[src/rtl/tlb_cmd_unit.sv]
// Joint-TLB entry array plus the sequencer for TLBR/TLBWI/TLBWR/TLBP.
// Commands capture their CP0 operands at accept; TLBP walks entries one per cycle.
module tlb_cmd_unit #(
  parameter int TLB_LINE  = 16,
  parameter int TLB_WIDTH = 4
) (
  input  logic        clk,
  input  logic        rst_n,
  input  logic [3:0]  tlbcmd_i,
  input  logic        cmd_valid_i,
  output logic        cmd_ready_o,
  input  logic [31:0] cp0_index_i,
  input  logic [31:0] cp0_random_i,
  input  logic [31:0] cp0_pagemask_i,
  input  logic [31:0] cp0_entryhi_i,
  input  logic [31:0] cp0_entrylo0_i,
  input  logic [31:0] cp0_entrylo1_i,
  output logic [31:0] index_o,
  output logic [31:0] pagemask_o,
  output logic [31:0] entryhi_o,
  output logic [31:0] entrylo0_o,
  output logic [31:0] entrylo1_o,
  output logic        index_we_o,
  output logic        entry_we_o,
  output logic        done_o
);
  localparam logic [3:0] OP_TLBR  = 4'd1;
  localparam logic [3:0] OP_TLBWR = 4'd3;
  localparam logic [3:0] OP_TLBP  = 4'd4;
  localparam logic [TLB_WIDTH-1:0] LAST = TLB_WIDTH'(TLB_LINE - 1);

  typedef enum logic [1:0] {IDLE, EXEC, SCAN, DONE} state_t;

  typedef struct packed {
    logic [18:0] vpn2;
    logic [7:0]  asid;
    logic [15:0] mask;
    logic        g;
    logic [19:0] pfn0;
    logic [2:0]  c0;
    logic        d0;
    logic        v0;
    logic [19:0] pfn1;
    logic [2:0]  c1;
    logic        d1;
    logic        v1;
  } tlb_entry_t;

  state_t               state;
  tlb_entry_t           tlb [TLB_LINE];
  tlb_entry_t           ent_q, new_ent, cur, rd;
  logic [3:0]           op_q;
  logic [TLB_WIDTH-1:0] sel_q, ptr;
  logic                 accept, hit;

  assign cmd_ready_o = (state == IDLE);
  assign accept = cmd_valid_i && cmd_ready_o && (tlbcmd_i >= OP_TLBR) && (tlbcmd_i <= OP_TLBP);

  always_comb begin
    new_ent      = '0;
    new_ent.vpn2 = cp0_entryhi_i[31:13];
    new_ent.asid = cp0_entryhi_i[7:0];
    new_ent.mask = cp0_pagemask_i[28:13];
    new_ent.g    = cp0_entrylo0_i[0] & cp0_entrylo1_i[0];
    new_ent.pfn0 = cp0_entrylo0_i[25:6];
    new_ent.c0   = cp0_entrylo0_i[5:3];
    new_ent.d0   = cp0_entrylo0_i[2];
    new_ent.v0   = cp0_entrylo0_i[1];
    new_ent.pfn1 = cp0_entrylo1_i[25:6];
    new_ent.c1   = cp0_entrylo1_i[5:3];
    new_ent.d1   = cp0_entrylo1_i[2];
    new_ent.v1   = cp0_entrylo1_i[1];
  end

  // Probe compare: the stored entry's mask hides low VPN2 bits; V is deliberately ignored.
  assign cur = tlb[ptr];
  assign rd  = tlb[sel_q];
  assign hit = (cur.vpn2[18:16] == ent_q.vpn2[18:16]) &&
               (((cur.vpn2[15:0] ^ ent_q.vpn2[15:0]) & ~cur.mask) == 16'd0) &&
               (cur.g || (cur.asid == ent_q.asid));

  logic unused_ok;
  assign unused_ok = ^{cp0_index_i[31:TLB_WIDTH], cp0_random_i[31:TLB_WIDTH],
                       cp0_pagemask_i[31:29], cp0_pagemask_i[12:0], cp0_entryhi_i[12:8],
                       cp0_entrylo0_i[31:26], cp0_entrylo1_i[31:26]};

  always_ff @(posedge clk or negedge rst_n) begin
    if (!rst_n) begin
      state      <= IDLE;
      op_q       <= '0;
      sel_q      <= '0;
      ptr        <= '0;
      ent_q      <= '0;
      index_o    <= '0;
      pagemask_o <= '0;
      entryhi_o  <= '0;
      entrylo0_o <= '0;
      entrylo1_o <= '0;
      index_we_o <= 1'b0;
      entry_we_o <= 1'b0;
      done_o     <= 1'b0;
      for (int i = 0; i < TLB_LINE; i++) tlb[i] <= '0;
    end else begin
      done_o     <= 1'b0;
      index_we_o <= 1'b0;
      entry_we_o <= 1'b0;
      case (state)
        IDLE: if (accept) begin
          op_q  <= tlbcmd_i;
          sel_q <= (tlbcmd_i == OP_TLBWR) ? cp0_random_i[TLB_WIDTH-1:0]
                                          : cp0_index_i[TLB_WIDTH-1:0];
          ent_q <= new_ent;
          ptr   <= '0;
          state <= (tlbcmd_i == OP_TLBP) ? SCAN : EXEC;
        end
        EXEC: begin
          if (op_q == OP_TLBR) begin
            pagemask_o <= {3'b0, rd.mask, 13'b0};
            entryhi_o  <= {rd.vpn2, 5'b0, rd.asid};
            entrylo0_o <= {6'b0, rd.pfn0, rd.c0, rd.d0, rd.v0, rd.g};
            entrylo1_o <= {6'b0, rd.pfn1, rd.c1, rd.d1, rd.v1, rd.g};
            entry_we_o <= 1'b1;
          end else begin
            tlb[sel_q] <= ent_q;
          end
          done_o <= 1'b1;
          state  <= DONE;
        end
        SCAN: begin
          if (hit || ptr == LAST) begin
            index_o    <= hit ? {{(32-TLB_WIDTH){1'b0}}, ptr} : 32'h8000_0000;
            index_we_o <= 1'b1;
            done_o     <= 1'b1;
            state      <= DONE;
          end else begin
            ptr <= ptr + 1'b1;
          end
        end
        DONE:    state <= IDLE;
        default: state <= IDLE;
      endcase
    end
  end
endmodule

[config.mk]
export PLATFORM = sky130hd
export DESIGN_NAME = tlb_cmd_unit
export DESIGN_NICKNAME = d
export VERILOG_FILES = /design/src/rtl/tlb_cmd_unit.sv
export SDC_FILE = /design/constraint.sdc
export NUM_CORES = 2
export LEC_CHECK = 0
export CAP_MARGIN = 20
export CORE_MARGIN = 4
export CORE_UTILIZATION = 25
export CTS_BUF_LIST = sky130_fd_sc_hd__clkbuf_16
export CTS_CLUSTER_DIAMETER = 30
export CTS_CLUSTER_SIZE = 40
export DETAILED_ROUTE_END_ITERATION = 6
export PLACE_DENSITY = 0.4
export SYNTH_ARGS = -nofsm -noshare
export SYNTH_HDL_FRONTEND = slang
export SYNTH_SLANG_ARGS = --single-unit
[constraint.sdc]
create_clock -name clk -period 9.65 [get_ports clk]
set_clock_uncertainty 0.15 [all_clocks]
set_input_delay 0.965 -clock clk [delete_from_list [all_inputs] [get_ports clk]]
set_output_delay 0.965 -clock clk [all_outputs]
set_load 0.02 [all_outputs]
Word level (Yosys, flattened, before mapping)
Index checks and enable logic that the tools add are counted.
{ "classes": {"div_mod_pow": 0, "muxes": 23, "n_addsub": 1, "n_reduce_logical": 17, "bitwise": 7, "n_mul": 0, "magnitude_cmp": 5, "shifts": 0, "eq_ne": 12} }
{ "ops": {"columns": ["cell", "n"], "rows": [
  ["$bwmux 1504", 1],
  ["$bmux 94 s4", 2],
  ["$mux 94", 5],
  ["$demux 94 s4", 1],
  ["$mux 32", 1],
  ["$and 16x16->16", 1],
  ["$logic_not 16->1", 1],
  ["$not 16->16", 1],
  ["$xor 16x16->16", 1],
  ["$mux 4", 3],
  ["$ge 5x5->1 const B", 2],
  ["$not 4->5", 2],
  ["$reduce_and 2->1", 5],
  ["$eq 8x8->1", 1],
  ["$pmux 2 s4", 1],
  ["$pmux 4 s2", 1],
  ["$logic_and 1x1->1", 6],
  ["$mux 2", 3],
  ["$lt 5x1->1 const B", 1],
  ["$add 4x1->4 const B", 1],
  ["$eq 2x2->1 const B", 2],
  ["$eq 4x1->1 const B", 1],
  ["$eq 4x2->1 const B", 1],
  ["$eq 4x3->1 const B", 1],
  ["other kinds (15)", 20]
]} }
{ "word_totals": {"input_bits": 199, "mem_bits_rw": 0, "out_inout_bits": 164, "latch_bits": 0, "mem_count": 0, "elab_cells": 281, "mem_bits_ro": 0, "ff_bits": 1742} }

Depth between registers and ports, before layout
{ "depth": {"depth_word": 12, "ltp_mapped": 15, "ltp_nobuf": 10} }

Worst setup path before layout
Ideal clock, no wire load.
{ "synth_timing": {"path_type": "register to register", "start": "register ptr[0]", "end": "register ptr[2]", "path_stages_with_launch": 13, "t_arrival_ns": 3.003, "n_path_buf": 5, "required_ns": 9.390, "period_less_slack_ns": 3.263, "setup_slack_ns": 6.387, "setup_ns": 0.110, "cell_sequence": "dfrtp_1 -> buf_6 -> buf_8 -> buf_6 -> buf_6 -> buf_4 -> mux4_2 -> a221oi_2 -> xor2_1 -> nand3_1 -> a2111oi_4 -> o21ai_1 -> o41ai_1"} }
{ "synth_via": {"elab_chain_cells": 12, "word_cells_on_any_way": 20, "classes_between": "add/sub (1); eq/ne (4); mux (5); bitwise (4); reduce/logical (6)"} }
{ "synth_rtl": {"columns": ["item", "line", "rtl"], "rows": [
  ["from (decl)", "53", "logic [TLB_WIDTH-1:0] sel_q, ptr;"],
  ["from (signal assigned)", "136", "ptr <= ptr + 1'b1;"],
  ["$not 4->5 (not written as such)", "76", "assign cur = tlb[ptr];"],
  ["$bmux 94 s4", "76", null],
  ["$mux 94 (not written as such) (2 in a row)", "76", null],
  ["$xor 16x16->16 / $not 16->16 (equally long branches)", "79", "(((cur.vpn2[15:0] ^ ent_q.vpn2[15:0]) & ~cur.mask) == 16'd0) &&"],
  ["$and 16x16->16", "79", null],
  ["$logic_not 16->1", "79", null],
  ["$logic_and 1x1->1", "78", "assign hit = (cur.vpn2[18:16] == ent_q.vpn2[18:16]) &&"],
  ["$logic_and 1x1->1", "79", null],
  ["$logic_or 1x1->1", "130", "if (hit || ptr == LAST) begin"],
  ["$ne 2x2->1 (no line)", null, null],
  ["$reduce_and 3->1 (no line)", null, null]
]} }
Several ways; a longest one is shown, not always the timed one. The select of a mux whose other input is x is not followed.
A chain may end at the register's enable or synchronous reset.

Final worst setup path
{ "layout_timing": {"start": "register ptr[0]", "end": "register ptr[0]"} }
The elaborated chain is that of the path after synthesis.

==> impl_metrics.tcl <==
set metrics [dict create \
    status "finished clean" \
    die_w_um 578.1 \
    cts_root_buf "clkbuf_16" \
    dr.pass1.iters 5 \
    cts_tree "yes" \
    htreeDepth 6 \
    wirelength_met1_mm 117.6 \
    grt_pass1_wl_mm 388.1 \
    slew_violations 0 \
    clk_path_buf_depth 4 \
    worstHoldPathType "flop to flop" \
    endpoint_kind "flop" \
    cts_made_buffers 518 \
    final_layout_size_suffix_gt1_share_pct 54.62 \
    synth_edf_count 0 \
    worst_pin_slew_ns 1.061 \
    std_cell_rows 209 \
    cp.arrival_ns 5.86 \
    fin_crit_ns 5.175 \
    yosysWarnings 0 \
    grt_pass1_vias 52766 \
    die_y_um 578.1 \
    synth_ff_type "dfrtp_1" \
    io_buffers 213 \
    synthArstFlopShare_pct 100.0 \
    setup_violations 0 \
    start_kind "flop" \
    vias 47319 \
    power_mw 37.23 \
    wl_met2_mm 130.6 \
    ios 363 \
    postCtsSetupRepairBufs 0 \
    nFillCells 31781 \
    netlist_instances 4991 \
    design_area_um2 104100 \
    clk_latency_ns 0.98 \
    place_ws_ns 4.416 \
    relSlewSlack_pct 29.29 \
    path_clk_slew_ns 0.04 \
    avgViaCountPerCell 4.701 \
    nets 5556 \
    fin_ws_ns 4.475 \
    syn_area_um2 81250 \
    gp_congestion 0.7138 \
    wl_mm 267.0 \
    antenna_left 0 \
    grt_max_degree 177 \
    ir_drop_mv 0.1965 \
    gr-usage-all-layers_pct 15.86 \
    die_area_um2 334200 \
    syn_avg_cell_area_um2 16.28 \
    cts_sinks 1714 \
    grt_setup_unrepaired "no" \
    min_path_cells 1 \
    start_util_pct 25.10 \
    crit_fanout 60 \
    clock.fmax_ghz 0.1932 \
    fin_crit_sh_pct 53.63 \
    initialDrtViolationCount 2235 \
    synth.distinct_cells 68 \
    cp.required_ns 10.34 \
    grt-ovfl-total 0 \
    hold_violations 0 \
    wl_per_cell_um 26.52 \
    dr_wl_met3_mm 11.79 \
    power.density_nw_per_um2 357.5 \
    dp_hpwl_mm 146.5 \
    ys_ff_latch 1714 \
    reg2reg_depth 10 \
    cellLeakagePower_nw 46.42 \
    area.growth.synth_to_final_pct 28.17 \
    tns_ns 0 \
    cap_violations 0 \
    place_area_um2 87850 \
    drc 0 \
    antenna_found_initial 15 \
    highest_layer "met5" \
    core_um2 323700 \
    critPathKind "flop to flop" \
    yosysSeqAreaShare_pct 52.79 \
]
[cells in the final DEF (no fill, tap or decap), drive strengths merged, types with 5 or more instances in the layout]
| cell | count |
|---|---|
| o221ai | 10 |
| clkbuf | 524 |
| nand3 | 12 |
| a31oi | 6 |
| a21oi | 8 |
| nand2 | 45 |
| dfrtp | 1714 |
| nor3 | 21 |
| nor2 | 34 |
| a221oi | 5 |
| buf | 100 |
| o31ai | 6 |
| o21ai | 32 |
| a22oi | 7 |
| conb | 60 |
| xor2 | 11 |
| nor2b | 7 |
| inv | 153 |
| diode | 7 |
| mux4 | 613 |
| clkinv | 192 |
| a211oi | 5 |
| mux2i | 42 |
| and2 | 6 |
| mux2 | 1693 |
| o22ai | 16 |
| nand2b | 5 |
| xnor2 | 96 |
| clkinvlp | 8 |
| bufinv | 32 |
| clkdlybuf4s50 | 212 |
[per-layer routing]
layer | up-vias | track usage, %
met2 | 1127 | 26.21
met5 | - | 0
met3 | 411 | 3.203
met1 | 25979 | 20.92
met4 | 2 | 4.938
li1 | 19800 | -
[cell type report]
cell class,count,area (um2),area share (%)
diodes,7,17.52,0.01682
flip-flops and latches,1714,42910,41.21
clock inverters,377,3141,3.016
multi-input cells,2798,36310,34.87
clock buffers,524,13110,12.59
well taps,4325,5411,5.197
inverters,8,30.03,0.02884
repair buffers,313,3191,3.064
[critical path, cell delays in order, from the launching register on]
cell	delay, ns
dfrtp_4	0.73
buf_12	0.53
mux4_2	0.59
xnor2_1	0.46
o22ai_1	0.23
a211oi_1	0.47
nand4_1	0.26
or3_1	0.54
a2111oi_4	0.73
o21ai_1	0.14
o41ai_1	0.10
[cell families after synthesis]
logic type               count (synthesis)  share of synthesized area [%]
multiplexers                          2348                          40.99
flip-flops                            1714                          52.79
buffers and inverters                  538                          2.946
AND/OR/NAND/NOR                        154                         0.9194
AO/OA/AOI/OAI                          125                          1.133
XOR/XNOR                               107                          1.153
adder cells (fa/ha/maj)                  4                        0.06160
other                                    1                       0.004616
[cell usage after synthesis (3+ instances only)]
cell | instances | area (um2)
xor2_1 | 11 | 96.34
or3_1 | 4 | 25.02
o32ai_1 | 4 | 35.03
o31ai_1 | 6 | 45.04
nor2_1 | 34 | 127.6
o22ai_1 | 16 | 100.1
nor2b_1 | 7 | 43.79
and3_1 | 3 | 18.77
a21oi_1 | 8 | 40.04
or2_2 | 3 | 18.77
buf_1 | 72 | 270.3
mux4_2 | 610 | 13740
and2_1 | 5 | 31.28
dfrtp_1 | 1714 | 42890
ha_1 | 4 | 50.05
mux2i_1 | 42 | 420.4
a211oi_1 | 5 | 37.54
mux4_1 | 3 | 78.83
nor3_1 | 20 | 100.1
buf_6 | 6 | 67.56
o21ai_0 | 28 | 140.1
clkbuf_1 | 357 | 1340
nand2_1 | 45 | 168.9
buf_2 | 22 | 110.1
mux2_2 | 1693 | 19060
nand3_1 | 12 | 60.06
inv_1 | 8 | 30.03
a221oi_1 | 4 | 35.03
nand2b_1 | 5 | 31.28
o41ai_1 | 3 | 26.28
buf_4 | 70 | 525.5
a22oi_1 | 7 | 52.55
o21ai_1 | 4 | 20.02
a31oi_1 | 5 | 31.28
o221ai_1 | 10 | 87.58
xnor2_1 | 96 | 840.8
[state kept, by name (all words and copies together) (netlist names), 2 cells and up]
signal / count
entrylo0_o: 25
index_o: 5
entrylo1_o: 26
ptr: 4
tlb: 1504
pagemask_o: 16
state: 2
entryhi_o: 27
sel_q: 4
ent_q: 94
op_q: 4
[where the power goes]
group	internal (mW)	switching, mW	total, mW
clock	10.6	4.94	15.5
combinational	5.27	4.66	9.94
sequential	9.41	2.36	11.8
total	25.3	12.0	37.2
[through the flow]
stage	hold slack (ns)	cells	util, %
finish	0.3366	10066	32.17
global route	0.3489	10060	32.16
CTS	0.3277	10059	32.16
detailed placement	0.3285	9157	27.14
global placement	0.3225	9157	27.14
floorplan	0.3046	5050	-
[repair_timing]
item	in CTS	in global routing
gates resized for setup	0	0
endpoints found under the hold margin	115	0
hold buffers	1	0
[worst paths after layout]
kind | start | end | slack, ns
worst min register to register | op_q[3] | op_q[3] | 0.34
worst max register to register | ptr[0] | ptr[0] | 4.48
min in group asynchronous | rst_n | entrylo0_o[15] | 0.51
worst min-delay path | op_q[3] | op_q[3] | 0.34
max in group asynchronous | rst_n | pagemask_o[25] | 6.49
worst max-delay path | ptr[0] | ptr[0] | 4.48
Power figures use the tool's default switching activity.
